$ cat src/rtl/door_input_conditioner_pkg.sv
// Shared defaults and channel map for the garage-door input front-end.
// The controller bench imports the same defaults so both agree on timing.
package door_input_conditioner_pkg;

    localparam int DEFAULT_SYNC_STAGES     = 2;
    localparam int DEFAULT_DEBOUNCE_CYCLES = 16;

    // Filter channel indices inside the conditioner
    localparam int CH_BTN  = 0;
    localparam int CH_UP   = 1;
    localparam int CH_DOWN = 2;
    localparam int NUM_CH  = 3;

    function automatic int debounce_cnt_width(input int cycles);
        return $clog2(cycles) + 1;
    endfunction

endpackage

$ cat src/rtl/door_input_conditioner_debounce_filter.sv
// One input channel: synchroniser chain followed by a disagreement-count debouncer.
// The stable value only flips after DEBOUNCE_CYCLES consecutive disagreeing samples.
module debounce_filter
    import door_input_conditioner_pkg::*;
#(
    parameter int SYNC_STAGES     = DEFAULT_SYNC_STAGES,
    parameter int DEBOUNCE_CYCLES = DEFAULT_DEBOUNCE_CYCLES
) (
    input  logic CLK,
    input  logic RST,
    input  logic Raw_In,
    output logic Stable_Out
);

    localparam int CNT_W = debounce_cnt_width(DEBOUNCE_CYCLES);
    localparam logic [CNT_W-1:0] CNT_MAX = CNT_W'(DEBOUNCE_CYCLES - 1);

    logic [SYNC_STAGES-1:0] sync_reg;
    logic                   sync_last;
    logic                   stable_reg;
    logic                   stable_next;
    logic [CNT_W-1:0]       cnt_reg;
    logic [CNT_W-1:0]       cnt_next;

    genvar gi;
    generate
        for (gi = 0; gi < SYNC_STAGES; gi++) begin : g_sync
            if (gi == 0) begin : g_first
                always_ff @(posedge CLK) begin
                    if (!RST) sync_reg[gi] <= 1'b0;
                    else      sync_reg[gi] <= Raw_In;
                end
            end else begin : g_next
                always_ff @(posedge CLK) begin
                    if (!RST) sync_reg[gi] <= 1'b0;
                    else      sync_reg[gi] <= sync_reg[gi-1];
                end
            end
        end
    endgenerate

    assign sync_last = sync_reg[SYNC_STAGES-1];

    // Counter only advances while the sample disagrees; it is cleared on flip, so it cannot wrap
    always_comb begin
        stable_next = stable_reg;
        cnt_next    = '0;
        if (sync_last != stable_reg) begin
            if (cnt_reg == CNT_MAX) stable_next = sync_last;
            else                    cnt_next    = cnt_reg + CNT_W'(1);
        end
    end

    always_ff @(posedge CLK) begin
        if (!RST) begin
            stable_reg <= 1'b0;
            cnt_reg    <= '0;
        end else begin
            stable_reg <= stable_next;
            cnt_reg    <= cnt_next;
        end
    end

    assign Stable_Out = stable_reg;

endmodule

$ cat src/rtl/door_input_conditioner.sv
// Garage-door input front-end: debounced button press pulse, limit levels and limit-fault flag.
// Holds only the arm/edge/fault logic; per-channel filtering lives in debounce_filter.
module door_input_conditioner
    import door_input_conditioner_pkg::*;
#(
    parameter int SYNC_STAGES     = DEFAULT_SYNC_STAGES,
    parameter int DEBOUNCE_CYCLES = DEFAULT_DEBOUNCE_CYCLES
) (
    input  logic CLK,
    input  logic RST,
    input  logic Btn_Raw,
    input  logic Up_Lim_Raw,
    input  logic Down_Lim_Raw,
    output logic Activate,
    output logic Up_Max,
    output logic Down_Max,
    output logic Lim_Fault
);

    // Cycles after reset until the button filter has had a chance to reflect a held button
    localparam int PRIME_CYCLES = SYNC_STAGES + DEBOUNCE_CYCLES;
    localparam int PRIME_W      = $clog2(PRIME_CYCLES + 1);
    localparam logic [PRIME_W-1:0] PRIME_DONE = PRIME_W'(PRIME_CYCLES);

    logic [NUM_CH-1:0]  raw_vec;
    logic [NUM_CH-1:0]  stable_vec;
    logic               btn_stable;
    logic               btn_d_reg;
    logic               armed_reg;
    logic               armed_next;
    logic [PRIME_W-1:0] prime_cnt_reg;
    logic [PRIME_W-1:0] prime_cnt_next;
    logic               primed;

    assign raw_vec[CH_BTN]  = Btn_Raw;
    assign raw_vec[CH_UP]   = Up_Lim_Raw;
    assign raw_vec[CH_DOWN] = Down_Lim_Raw;

    genvar gi;
    generate
        for (gi = 0; gi < NUM_CH; gi++) begin : g_ch
            debounce_filter #(
                .SYNC_STAGES     (SYNC_STAGES),
                .DEBOUNCE_CYCLES (DEBOUNCE_CYCLES)
            ) u_filter (
                .CLK        (CLK),
                .RST        (RST),
                .Raw_In     (raw_vec[gi]),
                .Stable_Out (stable_vec[gi])
            );
        end
    endgenerate

    assign btn_stable = stable_vec[CH_BTN];
    assign primed     = (prime_cnt_reg == PRIME_DONE);

    // A released button must be observed once the filter is trustworthy before presses count
    always_comb begin
        prime_cnt_next = prime_cnt_reg;
        if (!primed) prime_cnt_next = prime_cnt_reg + PRIME_W'(1);
        armed_next = armed_reg | (primed & ~btn_stable);
    end

    always_ff @(posedge CLK) begin
        if (!RST) begin
            btn_d_reg     <= 1'b0;
            armed_reg     <= 1'b0;
            prime_cnt_reg <= '0;
        end else begin
            btn_d_reg     <= btn_stable;
            armed_reg     <= armed_next;
            prime_cnt_reg <= prime_cnt_next;
        end
    end

    assign Up_Max    = stable_vec[CH_UP];
    assign Down_Max  = stable_vec[CH_DOWN];
    assign Lim_Fault = Up_Max & Down_Max;
    assign Activate  = btn_stable & ~btn_d_reg & armed_reg & ~Lim_Fault;

endmodule

$ cat config.mk
export PLATFORM = sky130hd
export DESIGN_NAME = door_input_conditioner
export DESIGN_NICKNAME = d
export VERILOG_FILES = /design/src/rtl/door_input_conditioner_pkg.sv /design/src/rtl/door_input_conditioner_debounce_filter.sv /design/src/rtl/door_input_conditioner.sv
export SDC_FILE = /design/constraint.sdc
export NUM_CORES = 1
export LEC_CHECK = 0
export CORE_ASPECT_RATIO = 0.8
export CORE_MARGIN = 3
export CORE_UTILIZATION = 50
export CTS_CLUSTER_SIZE = 30
export DETAILED_ROUTE_END_ITERATION = 8
export PLACE_DENSITY_LB_ADDON = 0.08
export SLEW_MARGIN = 25
export SYNTH_ARGS = -nofsm -noshare
export SYNTH_HDL_FRONTEND = slang
export SYNTH_SLANG_ARGS = --single-unit
$ cat constraint.sdc
create_clock -name CLK -period 1.8 [get_ports CLK]
set_input_delay 0.36 -clock CLK [delete_from_list [all_inputs] [get_ports CLK]]
set_output_delay 0.36 -clock CLK [all_outputs]
set_load 0.01 [all_outputs]
==> reports/metrics.yaml <==
drive_gt1_share_pct: 9.449
leakage_nw: 0.5811
crit-reg2reg-launch: "g_ch[1].u_filter.cnt_reg[0]"
place_ws_ns: 0.1941
cts_root_buf: "clkbuf_4"
drc: 0
setup_viol: 0
synth-main-ff-cell: "dfxtp_1"
wl_per_cell_um: 10.80
path_class: "reg2out"
worst-path-stages: 3
grt_overflow: 0
period_share_pct: 90.73
die_area_um2: 2988
core-area_um2: 2196
cts_buffer_depth: 2
async_flop_share_pct: 0
period_minus_slack_ns: 1.633
peakVddDrop_mv: 0.6328
cap_violations: 0
cp.arrival_ns: 1.27
reg2reg_depth: 5
largest_register_ffs: 15
ys_seq_elements: 31
synth_cells: 112
crit_required_ns: 1.44
critical_path.slowest_cell: "dfxtp_2"
max_freq_mhz: 612.3
power_density_nw_per_um2: 833.3
io_pins: 9
finalSetupTns_ns: 0
initial_core_util_pct: 53.85
ys_seq_area_share_pct: 52.49
rsz0062_at_grt: "false"
min_path_type: "reg2reg"
critPathMaxFanout: 4
grt.total_usage_pct: 13.38
drtIter0Drc: 15
rows: 15
holdPathStages: 1
nets: 139
cp_num_buf_inv: 1
yosysUniqueCellTypes: 21
endpoint_kind: "primary output"
worst_setup_path_start_kind: "flop"
slew_headroom_pct: 73.65
die_h_um: 49.50
syn_area_um2: 1182
hold_viol: 0
postCtsSetupRepairBufs: 0
cp_top_family: "flip-flops"
fin_ws_ns: 0.1669
ys_warn_count: 0
drt-total-wl_mm: 1.641
vias_per_cell: 4.743
vias: 721
diodes: 0
fp.dieW_um: 60.37
status: "finished clean"
cts_tree: "built"
areaGrowthSynthToFinish_pct: 13.86
hpwlAfterDp_mm: 1.209
syn_avg_cell_area_um2: 10.56
timing.critical_path.cells: "and2_1 > nor3_1 > dlygate4sd2_1"
h-tree-depth: 2
grt_pass1_wl_mm: 2.822
worstHoldEndpoint: "g_ch[0].u_filter.sync_last"
clk_latency_ns: 0.31
grt_pass1_vias: 681
cts_num_sinks: 31
antenna_left: 0
antenna_found_initial: 0
port_buffers: 8
firstDrtPassIters: 3
clkTransAtPathRegs_ns: 0.09
cts_buffers: 5
place_congestion: 0.7398
slowest_delay_ns: 0.35
drv_slew: 0
r2r_slack_ns: 0.40
fin_skew_ns: 0.004940
syn-num-nets: 125
min_from: "g_ch[0].u_filter.sync_reg[0]"
tightest_slew_ns: 0.3940
synth_edf_count: 0
grt_max_degree: 14
rr_endpoint: "g_ch[1].u_filter.cnt_reg[3]"
## cell type report
| class | instances | area, um^2 |
|---|---|---|
| inverter | 7 | 26.28 |
| timing repair buffer | 9 | 88.84 |
| fill | 196 | 849.6 |
| clock inverter | 1 | 5.005 |
| multi-input combinational | 72 | 526.8 |
| sequential | 31 | 623.1 |
| clock buffer | 7 | 45.04 |
| tap | 25 | 31.28 |
## cell usage after synthesis (2+ instances only)
| master | count | share of area (%) |
|---|---|---|
| nor2_1 | 16 | 5.1 |
| nand2_1 | 2 | 0.64 |
| nor2b_1 | 3 | 1.6 |
| xnor2_1 | 6 | 4.4 |
| dfxtp_1 | 31 | 52 |
| ha_1 | 8 | 8.5 |
| xor2_1 | 7 | 5.2 |
| inv_1 | 7 | 2.2 |
| and2_1 | 10 | 5.3 |
| and3_1 | 4 | 2.1 |
| mux2i_1 | 3 | 2.5 |
| nand3_1 | 5 | 2.1 |
| nand3b_1 | 2 | 1.3 |
## worst reg2reg max path, stage by stage (launching register included)
cell and delay, ns:
dfxtp_1 0.33, ha_1 0.22, and3_1 0.19, ha_1 0.20, nand3b_1 0.24, nor2_1 0.15
## layout by cell type, fill, tap and decap left out, drive strengths merged, types with 5 or more instances in the layout
| master | count |
|---|---|
| clkdlybuf4s50 | 6 |
| nor2 | 16 |
| xnor2 | 6 |
| clkbuf | 7 |
| xor2 | 7 |
| and2 | 11 |
| inv | 7 |
| nand3 | 5 |
| dfxtp | 31 |
| ha | 8 |
## logic make-up (layout without fill, tap and decap cells)
| family | after synthesis | in the layout | share of synthesized area (%) |
|---|---|---|---|
| DFF | 31 | 31 | 52.49 |
| buffers and inverters | 9 | 24 | 2.963 |
| and+or+nand+nor | 46 | 46 | 22.43 |
| muxes | 3 | 3 | 2.540 |
| adders and majority gates | 8 | 8 | 8.466 |
| xor gates and xnor gates | 13 | 13 | 9.630 |
| AOI/OAI and AO/OA | 2 | 2 | 1.482 |
## worst max path at each step
stage                                     start                     endpoint
floorplan           g_ch[1].u_filter.cnt_reg[0]  g_ch[1].u_filter.cnt_reg[2]
global placement    g_ch[1].u_filter.Stable_Out                     Activate
detailed placement  g_ch[1].u_filter.Stable_Out                     Activate
CTS                 g_ch[2].u_filter.Stable_Out                    Lim_Fault
global route        g_ch[1].u_filter.Stable_Out                     Activate
finish              g_ch[1].u_filter.Stable_Out                     Activate
## stage by stage
stage | std cells | total power (W) | hold WS (ns) | instance area [um^2] | utilization, %
2_1_floorplan | 112 | 0.0007538 | 0.4119 | 1182 | -
3_3_place_gp | 144 | 0.0007683 | 0.4152 | 1292 | 58.86
3_5_place_dp | 144 | 0.0007710 | 0.4242 | 1292 | 58.86
4_1_cts | 152 | 0.001142 | 0.4433 | 1344 | 61.20
5_1_grt | 152 | 0.001172 | 0.4660 | 1346 | 61.31
6_report | 152 | 0.001122 | 0.4405 | 1346 | 61.31
## timing repair
| action | 4_1_cts | 5_1_grt |
|---|---|---|
| hold buffers | 0 | 0 |
| gates resized for setup | 3 | 1 |
| pin swaps | 0 | 0 |
| setup endpoints to repair | 2 | 1 |
## layer usage
metal	vias up	GRT usage [%]	wire, um
li1	389	-	-
met4	0	7.749	33
met3	4	7.853	95
met5	-	0	0
met2	11	18.17	700
met1	317	16.04	812
## power breakdown
group | total (W) | internal (W) | switching, W
logic | 0.0000454 | 0.0000260 | 0.0000194
registers | 0.000709 | 0.000699 | 0.00000948
clock network | 0.000368 | 0.000152 | 0.000216
(Power assumes the default switching activity.)
